File: src/rtl/fc_pkg.sv
// rtl/fc_pkg.sv - shared state encoding and derived-size helpers for the FC output buffer
package fc_pkg;

    typedef enum logic [1:0] {
        IDLE  = 2'd0,
        ACCUM = 2'd1,
        SEND  = 2'd2
    } obuf_state_t;

    function automatic int clog2_min1(input int v);
        return ($clog2(v) < 1) ? 1 : $clog2(v);
    endfunction

    function automatic int obuf_data_size(input int data_size, input int xbar_size);
        return (data_size == 1) ? $clog2(xbar_size) : 2 * data_size + $clog2(xbar_size);
    endfunction

    function automatic int num_channels(input int bus_width, input int odata_size);
        return bus_width / odata_size;
    endfunction

    function automatic int fifo_length(input int data_size, input int xbar_size, input int nch);
        return ((xbar_size / data_size) + nch - 1) / nch;
    endfunction

endpackage

File: src/rtl/fc_obuf_quant.sv
// rtl/fc_obuf_quant.sv - shift and narrow one accumulator to an activation
// FC_OBUF_RELU_EN selects saturating ReLU clamping instead of plain truncation.
module fc_obuf_quant #(
    parameter int DATA_SIZE      = 8,
    parameter int OBUF_DATA_SIZE = 23,
    parameter int OUT_SHIFT      = 7
) (
    input  logic [OBUF_DATA_SIZE-1:0] i_acc,
    output logic [DATA_SIZE-1:0]      o_q
);

`ifdef FC_OBUF_RELU_EN
    localparam logic signed [OBUF_DATA_SIZE-1:0] QMAX = OBUF_DATA_SIZE'((1 << DATA_SIZE) - 1);

    logic signed [OBUF_DATA_SIZE-1:0] shifted;

    assign shifted = $signed(i_acc) >>> OUT_SHIFT;

    always_comb begin
        o_q = shifted[DATA_SIZE-1:0];
        if (shifted < 0) begin
            o_q = '0;
        end else if (shifted > QMAX) begin
            o_q = '1;
        end
    end
`else
    assign o_q = DATA_SIZE'($signed(i_acc) >>> OUT_SHIFT);
`endif

endmodule

File: src/rtl/fc_obuf.sv
// rtl/fc_obuf.sv - FC-layer output buffer: shift-add accumulate, quantise, stream rows to next ibuf
// Quantiser behaviour is selected by FC_OBUF_RELU_EN (see fc_obuf_quant).
module fc_obuf
    import fc_pkg::*;
#(
    parameter  int DATA_SIZE      = 8,
    parameter  int XBAR_SIZE      = 128,
    parameter  int OBUF_BUS_WIDTH = 46,
    parameter  int H_CIM_TILES    = 1,
    parameter  int OUT_SHIFT      = 7,
    localparam int ODS            = obuf_data_size(DATA_SIZE, XBAR_SIZE),
    localparam int NCH            = num_channels(OBUF_BUS_WIDTH, ODS),
    localparam int FL             = fifo_length(DATA_SIZE, XBAR_SIZE, NCH),
    localparam int NE             = H_CIM_TILES * NCH,
    localparam int AW             = clog2_min1(FL),
    localparam int BW             = clog2_min1(DATA_SIZE)
) (
    input  logic                              clk,
    input  logic                              rst,
    input  logic                              i_start,
    input  logic                              i_valid,
    input  logic [AW-1:0]                     i_addr,
    input  logic [BW-1:0]                     i_bit,
    input  logic                              i_last,
    input  logic [H_CIM_TILES*OBUF_BUS_WIDTH-1:0] i_data,
    input  logic                              i_ready,
    output logic                              o_we,
    output logic [NE*DATA_SIZE-1:0]           o_data,
    output logic                              o_busy,
    output logic                              o_done
);

    localparam logic [AW-1:0] CNT_LAST = AW'(FL - 1);

    obuf_state_t              state_q, state_d;
    logic [AW-1:0]            cnt_q, cnt_d;
    logic                     turn_q, turn_d;
    logic                     we_q, we_d;
    logic                     done_q, done_d;
    logic [NE*DATA_SIZE-1:0]  data_q, data_d;
    logic [ODS-1:0]           acc_q [FL][NE];
    logic [ODS-1:0]           acc_d [FL][NE];
    logic [ODS-1:0]           partial [NE];
    logic [NE*DATA_SIZE-1:0]  quant_row;
    logic                     beat_ok;

    for (genvar e = 0; e < NE; e++) begin : g_elem
        assign partial[e] = i_data[(e / NCH) * OBUF_BUS_WIDTH + (e % NCH) * ODS +: ODS];

        fc_obuf_quant #(
            .DATA_SIZE      (DATA_SIZE),
            .OBUF_DATA_SIZE (ODS),
            .OUT_SHIFT      (OUT_SHIFT)
        ) u_quant (
            .i_acc (acc_q[cnt_q][e]),
            .o_q   (quant_row[e*DATA_SIZE +: DATA_SIZE])
        );
    end

    assign beat_ok = (32'(i_bit) < DATA_SIZE) && (32'(i_addr) < FL);

    always_comb begin
        state_d = state_q;
        cnt_d   = cnt_q;
        turn_d  = turn_q;
        acc_d   = acc_q;
        we_d    = 1'b0;
        done_d  = 1'b0;
        data_d  = data_q;

        if (i_start) begin
            for (int f = 0; f < FL; f++) begin
                for (int e = 0; e < NE; e++) begin
                    acc_d[f][e] = '0;
                end
            end
            cnt_d   = CNT_LAST;
            turn_d  = 1'b0;
            state_d = ACCUM;
        end else begin
            case (state_q)
                ACCUM: begin
                    if (i_valid) begin
                        if (beat_ok) begin
                            for (int e = 0; e < NE; e++) begin
                                acc_d[i_addr][e] = acc_q[i_addr][e] + (partial[e] << i_bit);
                            end
                        end
                        if (i_last) begin
                            state_d = SEND;
                            turn_d  = 1'b1;
                        end
                    end
                end
                SEND: begin
                    // One turnaround cycle separates the last accepted beat from the first write.
                    if (turn_q) begin
                        turn_d = 1'b0;
                    end else if (i_ready) begin
                        we_d   = 1'b1;
                        data_d = quant_row;
                        if (cnt_q == '0) begin
                            done_d  = 1'b1;
                            cnt_d   = CNT_LAST;
                            state_d = IDLE;
                        end else begin
                            cnt_d = cnt_q - 1'b1;
                        end
                    end
                end
                default: begin
                end
            endcase
        end
    end

    always_ff @(posedge clk) begin
        if (rst) begin
            state_q <= IDLE;
            cnt_q   <= CNT_LAST;
            turn_q  <= 1'b0;
            we_q    <= 1'b0;
            done_q  <= 1'b0;
            data_q  <= '0;
            for (int f = 0; f < FL; f++) begin
                for (int e = 0; e < NE; e++) begin
                    acc_q[f][e] <= '0;
                end
            end
        end else begin
            state_q <= state_d;
            cnt_q   <= cnt_d;
            turn_q  <= turn_d;
            we_q    <= we_d;
            done_q  <= done_d;
            data_q  <= data_d;
            acc_q   <= acc_d;
        end
    end

    assign o_we   = we_q;
    assign o_done = done_q;
    assign o_data = data_q;
    assign o_busy = (state_q != IDLE);

endmodule

File: config.mk
export PLATFORM = sky130hd
export DESIGN_NAME = fc_obuf
export DESIGN_NICKNAME = d
export VERILOG_FILES = /design/src/rtl/fc_pkg.sv /design/src/rtl/fc_obuf_quant.sv /design/src/rtl/fc_obuf.sv
export SDC_FILE = /design/constraint.sdc
export NUM_CORES = 1
export LEC_CHECK = 0
export BUFFER_PORTS_ARGS = -buffer_cell sky130_fd_sc_hd__buf_4
export CELL_PAD_IN_SITES_DETAIL_PLACEMENT = 0
export CELL_PAD_IN_SITES_GLOBAL_PLACEMENT = 1
export CORE_ASPECT_RATIO = 1.75
export CORE_MARGIN = 2
export CORE_UTILIZATION = 47
export CTS_CLUSTER_DIAMETER = 150
export DETAILED_ROUTE_END_ITERATION = 7
export HOLD_SLACK_MARGIN = 0.02
export PLACE_DENSITY = 0.79
export SYNTH_ARGS = -nofsm -noshare
export SYNTH_HDL_FRONTEND = slang
export SYNTH_SLANG_ARGS = --single-unit
export TNS_END_PERCENT = 1
File: constraint.sdc
create_clock -name clk -period 5.05 [get_ports clk]
set_clock_uncertainty 0.05 [all_clocks]
set_input_delay 1.515 -clock clk [delete_from_list [all_inputs] [get_ports clk]]
set_output_delay 1.515 -clock clk [all_outputs]
set_load 0.02 [all_outputs]
==> run_results.csv, run 1 <==
group,metric,value,unit
run_status,outcome,"completed",
critical_path,path_cells,"buf_4 > nor2b_1 > nor2b_2 > buf_4 > a22oi_1 > nand4_1 > ha_1 > a211oi_1 > nor4_1 > buf_4 > o31ai_1 > buf_4 > a21oi_1 > xnor2_2 > buf_12 > a21oi_1",
placement,place.gp.congestion,1.007,
finish,multiInputGateArea,7981,sq um
cts,cts_tree,"done",
critical_path,worstPathMaxFanout,9,
critical_path,startpoint_type,"input pin",
cts,clk_path_buf_depth,3,
die,core,29290,sq um
worst_hold_path,hold_class,"reg2reg",
critical_path,end_kind,"register",
finish,fin_util,55.46,%
synthesis,synthTopCellsByArea,"dfxtp_1 (38%), nand2_1 (7.2%), mux4_2 (6.5%)",
cts,ctsHoldBuffers,0,
route,drc,0,
placement,pre_cts_ws,-0.1383,ns
critical_path,worstSetupPathType,"in2reg",
synthesis,ys.flop_type,"dfxtp_1",
global_routing,grt_pass1_wl,74830,um
route,drt_pass1_iterations,5,
die,start_util,47.53,%
route,drt_iter0_drc,1103,
timing,slew_violations,0,
cts,clk_pin_slew,0.06,ns
finish,synthToLayoutAreaGrowth,16.69,%
finish,diodes,0,
critical_path,endpoint,"acc_q[242]$_SDFFE_PP0P_",
timing,max_slew.worst_pin.slew,1.134,ns
die,rows,83,
finish,nFillCells,2732,
global_routing,grt_pass1_vias,12900,
critical_path,worstSetupStartpoint,"i_addr[1]",
route,wl_per_cell,22.91,um
timing,final.min_clock_period,4.675,ns
placement,hpwl,33660,um
cts,numCtsBuffers,26,
route,via_per_inst,6.236,
die,die_h,231.6,um
route,vias,13290,
finish,final_nets,1820,
timing,hold_ws,0.4048,ns
power,p_leak,5.946,nW
global_routing,grt_max_degree,79,
synthesis,synth-seq-cells,264,
timing,rsz0062_at_grt,"no",
cts,clk_latency,0.57,ns
timing,tns,0,ns
cts,clockRootBuffer,"clkbuf_16",
placement,place_area,15360,sq um
timing,hold_viol,0,
synthesis,synth.top_cell.area_share,37.97,%
synthesis,synthArstFlopShare,0,%
placement,portBuffers,60,
cts,post_cts_buffers,0,
run,cap_violations,0,
finish,regArea,5288,sq um
finish,drive_above_1_share,18.01,%
cts,cts.repair.resized,0,
critical_path,crit_required,5.43,ns
timing,setup_violations,0,
route,wl,48820,um
synthesis,synth_cells,1666,
global_routing,antenna_found_initial,0,
power,power_density,288.7,nW/um^2
critical_path,reg2reg_from,"acc_q[185]$_SDFFE_PP0P_",
synthesis,synth_area,13920,sq um
critical_path,r2r_slack,1.68,ns
die,die_w,134.1,um
cts,h-tree-depth,1,
timing,maxSlewHeadroom,24.43,%
critical_path,reg2reg_depth,12,
critical_path,slowest_delay,0.58,ns
critical_path,r2r-end,"acc_q[242]$_SDFFE_PP0P_",
critical_path,arrival,5.06,ns
global_routing,grt_overflow,0,
die,die-area,31060,sq um
die,io_pins,77,
global_routing,track_usage,31.26,%
power,ir_worst_vdd,0.2838,mV
synthesis,seq_area_frac_synth,37.97,%
timing,fmax,213.9,MHz
synthesis,syn_nets,1756,
critical_path,crit_path_top_delay_cell,"nor2b_2",
critical_path,path_common_cell,"buf_4",
finish,design_area,16240,sq um
synthesis,yosys.cell_types.count,64,
synthesis,synth_edf_count,0,
route,postRouteAntennaNets,0,
synthesis,yosysWarnings,0,
synthesis,synth.largest_area_cell,"dfxtp_1",
cts,cts.sinks,264,
synthesis,syn_area_per_cell,8.354,sq um
timing,timing.final.ws_setup,0.3751,ns
timing,post-route-period-util,92.57,%
==> critical path, delay by kind of cell <==
kind,cells,cell delay (ns)
buffers and inverters,5,0.90
xor gates and xnor gates,1,0.35
adders and majority gates,1,0.30
and+or+nand+nor,4,1.06
AOI/OAI and AO/OA,5,0.93
==> layer usage <==
layer	share of wire, %	GRT usage, %	up-vias
met5	0	0	-
met4	5.6	17.40	0
met3	6.0	4.309	141
met2	51	55.93	492
met1	37	35.46	6409
li1	-	-	6247
==> synth_stat cells, types with 30 or more instances <==
cell type and instances:
mux2i_1 45, dfxtp_1 264, a22oi_1 112, o21ai_0 68
ha_1 30, nor2_1 114, mux4_2 40, nand2_1 266
a21oi_1 176, nand4_1 37, nand3_1 89, a211oi_1 55
clkbuf_1 112, buf_2 31
==> where the power goes <==
group          internal [mW]  switching [mW]
combinational          0.201           0.347
sequential              2.09         0.00699
clock                   1.18           0.867
total                   3.47            1.22
==> worst min-delay path by stage <==
stage               depth (start not counted)                    start                      end
floorplan                                   2    acc_q[0]$_SDFFE_PP0P_    acc_q[0]$_SDFFE_PP0P_
global placement                            2  acc_q[348]$_SDFFE_PP0P_  acc_q[348]$_SDFFE_PP0P_
detailed placement                          2  acc_q[349]$_SDFFE_PP0P_  acc_q[349]$_SDFFE_PP0P_
CTS                                         2  acc_q[349]$_SDFFE_PP0P_  acc_q[349]$_SDFFE_PP0P_
global route                                2  acc_q[212]$_SDFFE_PP0P_  acc_q[212]$_SDFFE_PP0P_
finish                                      2   acc_q[46]$_SDFFE_PP0P_   acc_q[46]$_SDFFE_PP0P_
==> through the flow <==
step,power (mW),std cells
after global placement,2.678,2084
after detailed placement,2.683,2084
after global routing,4.825,2131
after floorplan,2.441,1666
final,4.690,2131
after CTS,4.703,2131
==> cell usage in the layout (no fill, tap or decap), types with 10 or more instances in the layout <==
master | netlist | routed
or3_1 | 10 | 10
o21ai_1 | 10 | 10
buf_4 | 3 | 187
or4_1 | 16 | 16
and2_1 | 11 | 11
mux2_2 | 13 | 13
xnor2_1 | 13 | 13
o311ai_1 | 16 | 16
nand2_1 | 266 | 266
mux4_2 | 40 | 40
ha_1 | 30 | 30
a21oi_1 | 176 | 176
nor2_1 | 114 | 111
clkbuf_16 | 0 | 26
nand4_1 | 37 | 37
dfxtp_1 | 264 | 262
a211oi_1 | 55 | 55
o21ai_0 | 68 | 68
a22oi_1 | 112 | 112
nand3_1 | 89 | 89
mux2i_1 | 45 | 45
a21o_1 | 14 | 14
==> cell type report <==
cell class,instances,share of cell area [%]
multi-input combinational,1234,49.14
sequential,264,32.56
timing repair buffer,196,9.753
clock buffer,37,4.568
tap,382,2.943
clock inverter,10,0.8551
inverter,8,0.1849
==> registers in the layout, summed over array words and instances (netlist names) <==
register	flops
o_done	1
turn_q	1
state_q	2
cnt_q	3
acc_q	240
o_we	1
o_data	16
==> cell families after synthesis <==
| kind of cell | after synthesis | share of synthesized area, % |
|---|---|---|
| mux | 98 | 10.76 |
| compound gates | 499 | 22.91 |
| buf+inv | 168 | 4.998 |
| flops | 264 | 37.97 |
| fa+ha+maj | 32 | 2.985 |
| simple gates | 583 | 18.82 |
| xor+xnor | 22 | 1.546 |
Note: power is estimated with default switching activity, not from simulation.
==> run 2, diff against run 1 <==
--- a/config.mk
+++ b/config.mk
@@ -14,7 +14,7 @@
 export CTS_CLUSTER_DIAMETER = 150
 export DETAILED_ROUTE_END_ITERATION = 7
 export HOLD_SLACK_MARGIN = 0.02
-export PLACE_DENSITY = 0.79
+export PLACE_DENSITY = 0.77
 export SYNTH_ARGS = -nofsm -noshare
 export SYNTH_HDL_FRONTEND = slang
 export SYNTH_SLANG_ARGS = --single-unit
==> run 2 against run 1 <==
Effect of this change: wire length fell by 0.90%; setup slack improved by 0.28 ns; cell count fell by 2.1%; largest power group unchanged; first-iteration DRC count fell by 18%; critical endpoint is now acc_q[79]$_SDFFE_PP0P_; flip-flop and latch count did not move; combinational power fell by 6.0%; register-to-register slack improved by 0.33 ns; hold slack got worse by 0.0022 ns; sequential power barely moved; non-clock buffer count fell by 43; clock-buffer cell count fell by 1; sequential share of layout area rose by 0.77 points; largest cell class unchanged.
==> run_results.csv, run 2 (synthesis results as in run 1) <==
group,metric,value,unit
placement,placed_cells,2041,
run,cap_violations,0,
cts,ctsHoldBuffers,0,
route,postRouteAntennaNets,0,
finish,largest_register_ff_count,240,
global_routing,grt_pass1_vias,12940,
timing,fmax,227.3,MHz
cts,clk_latency,0.57,ns
global_routing,track_usage,31.28,%
cts,post_cts_buffers,0,
power,power_density,286.8,nW/um^2
finish,synthToLayoutAreaGrowth,14.01,%
finish,diodes,0,
critical_path,slowest_delay,0.51,ns
route,route.met3.wl,2730,um
route,vias,13010,
cts,clockRootBuffer,"clkbuf_16",
finish,layout_common_cells,"nand2_1 (266), dfxtp_1 (262), a21oi_1 (176)",
cts,cts_tree,"done",
finish,final_common_cell,"nand2_1",
route,dr_wl_met2,24750,um
critical_path,worstSetupPathType,"in2reg",
power,p_leak,5.712,nW
critical_path,startpoint_type,"input pin",
placement,portBuffers,60,
timing,hold_viol,0,
placement,place.gp.congestion,0.8884,
timing,tns,0,ns
finish,final_cells,2086,
die,rows,83,
power,ir_worst_vdd,0.2693,mV
global_routing,antenna_found_initial,0,
die,io_pins,77,
worst_hold_path,hold_class,"reg2reg",
timing,slew_violations,0,
timing,setup_violations,0,
critical_path,crit_path_top_delay_cell,"a21oi_2",
route,wl_per_cell,23.19,um
finish,nFillCells,2842,
critical_path,r2r_slack,2.01,ns
route,wl,48380,um
timing,maxSlewHeadroom,33.18,%
finish,final_nets,1777,
die,core,29290,sq um
die,die_w,134.1,um
placement,hpwl,33070,um
global_routing,grt_max_degree,73,
finish,drive_above_1_share,15.90,%
cts,clk_path_buf_depth,3,
critical_path,worstPathMaxFanout,34,
critical_path,path_cells,"buf_4 > mux2_2 > o21ai_0 > o22ai_1 > ha_1 > a21o_1 > nor3_1 > a21oi_2 > a21oi_2 > buf_4 > nand3_1 > a31oi_1",
run_status,outcome,"completed",
route,wl_met1,17960,um
route,drt_pass1_iterations,5,
route,via_per_inst,6.238,
timing,max_slew.worst_pin.slew,0.9951,ns
global_routing,grt_pass1_wl,74710,um
global_routing,grt_overflow,0,
die,die-area,31060,sq um
critical_path,crit_required,5.47,ns
timing,final.min_clock_period,4.399,ns
route,drt_iter0_drc,909,
timing,post-route-period-util,87.10,%
cts,clk_pin_slew,0.06,ns
cts,cts.repair.resized,0,
critical_path,end_kind,"register",
route,drc,0,
timing,rsz0062_at_grt,"no",
cts,cts.sinks,264,
cts,h-tree-depth,1,
critical_path,arrival,4.82,ns
route,top_layer,"met4",
finish,regMostFlops,"acc_q",
die,start_util,47.53,%
cts,numCtsBuffers,26,
die,die_h,231.6,um
==> run 2: metal layers <==
metal	vias up	track usage (%)
met2	486	56.63
met3	143	3.346
met1	6245	35.51
met5	-	0
li1	6139	-
met4	0	17.50
==> run 2: layout make-up <==
type	count	area (sq um)	area share (%)
Inverter	8	30.03	0.1892
Multi-Input combinational cell	1234	7981	50.30
Tap cell	382	478.0	3.012
Clock inverter	9	91.34	0.5756
Clock buffer	36	738.2	4.652
Sequential cell	264	5288	33.32
Timing Repair Buffer	153	1261	7.948
==> run 2: final timing paths <==
check | cells past startpoint | start | endpoint
worst min-delay path | 2 | acc_q[207]$_SDFFE_PP0P_ | acc_q[207]$_SDFFE_PP0P_
worst min register to register | 2 | acc_q[207]$_SDFFE_PP0P_ | acc_q[207]$_SDFFE_PP0P_
worst max register to register | 11 | acc_q[162]$_SDFFE_PP0P_ | acc_q[128]$_SDFFE_PP0P_
worst max-delay path | 12 | i_bit[0] | acc_q[79]$_SDFFE_PP0P_
==> run 2: metrics by stage <==
step	cell area (sq um)	util [%]	hold WS (ns)	setup slack, ns	total power [mW]
2_1_floorplan	13920	-	0.3860	0.2464	2.441
3_3_place_gp	15040	51.35	0.3919	0.1476	2.648
3_5_place_dp	15040	51.35	0.3960	0.1127	2.653
4_1_cts	15870	54.18	0.4047	0.6973	4.580
5_1_grt	15870	54.18	0.4183	0.3836	4.697
6_report	15870	54.18	0.4026	0.6514	4.551
==> run 2: power by group <==
part	switching, mW	total, mW	leakage [nW]	internal (mW)
logic	0.339	0.515	3.18	0.176
registers	0.00671	2.10	2.13	2.09
clock network	0.866	1.94	0.407	1.07
total	1.21	4.55	5.71	3.34
==> run 2: critical path, delay by kind of cell <==
family,cells,cell delay (ns)
and+or+nand+nor,2,0.38
adders and majority gates,1,0.37
muxes,1,0.40
buffers and inverters,2,0.61
AOI/OAI and AO/OA,6,1.53
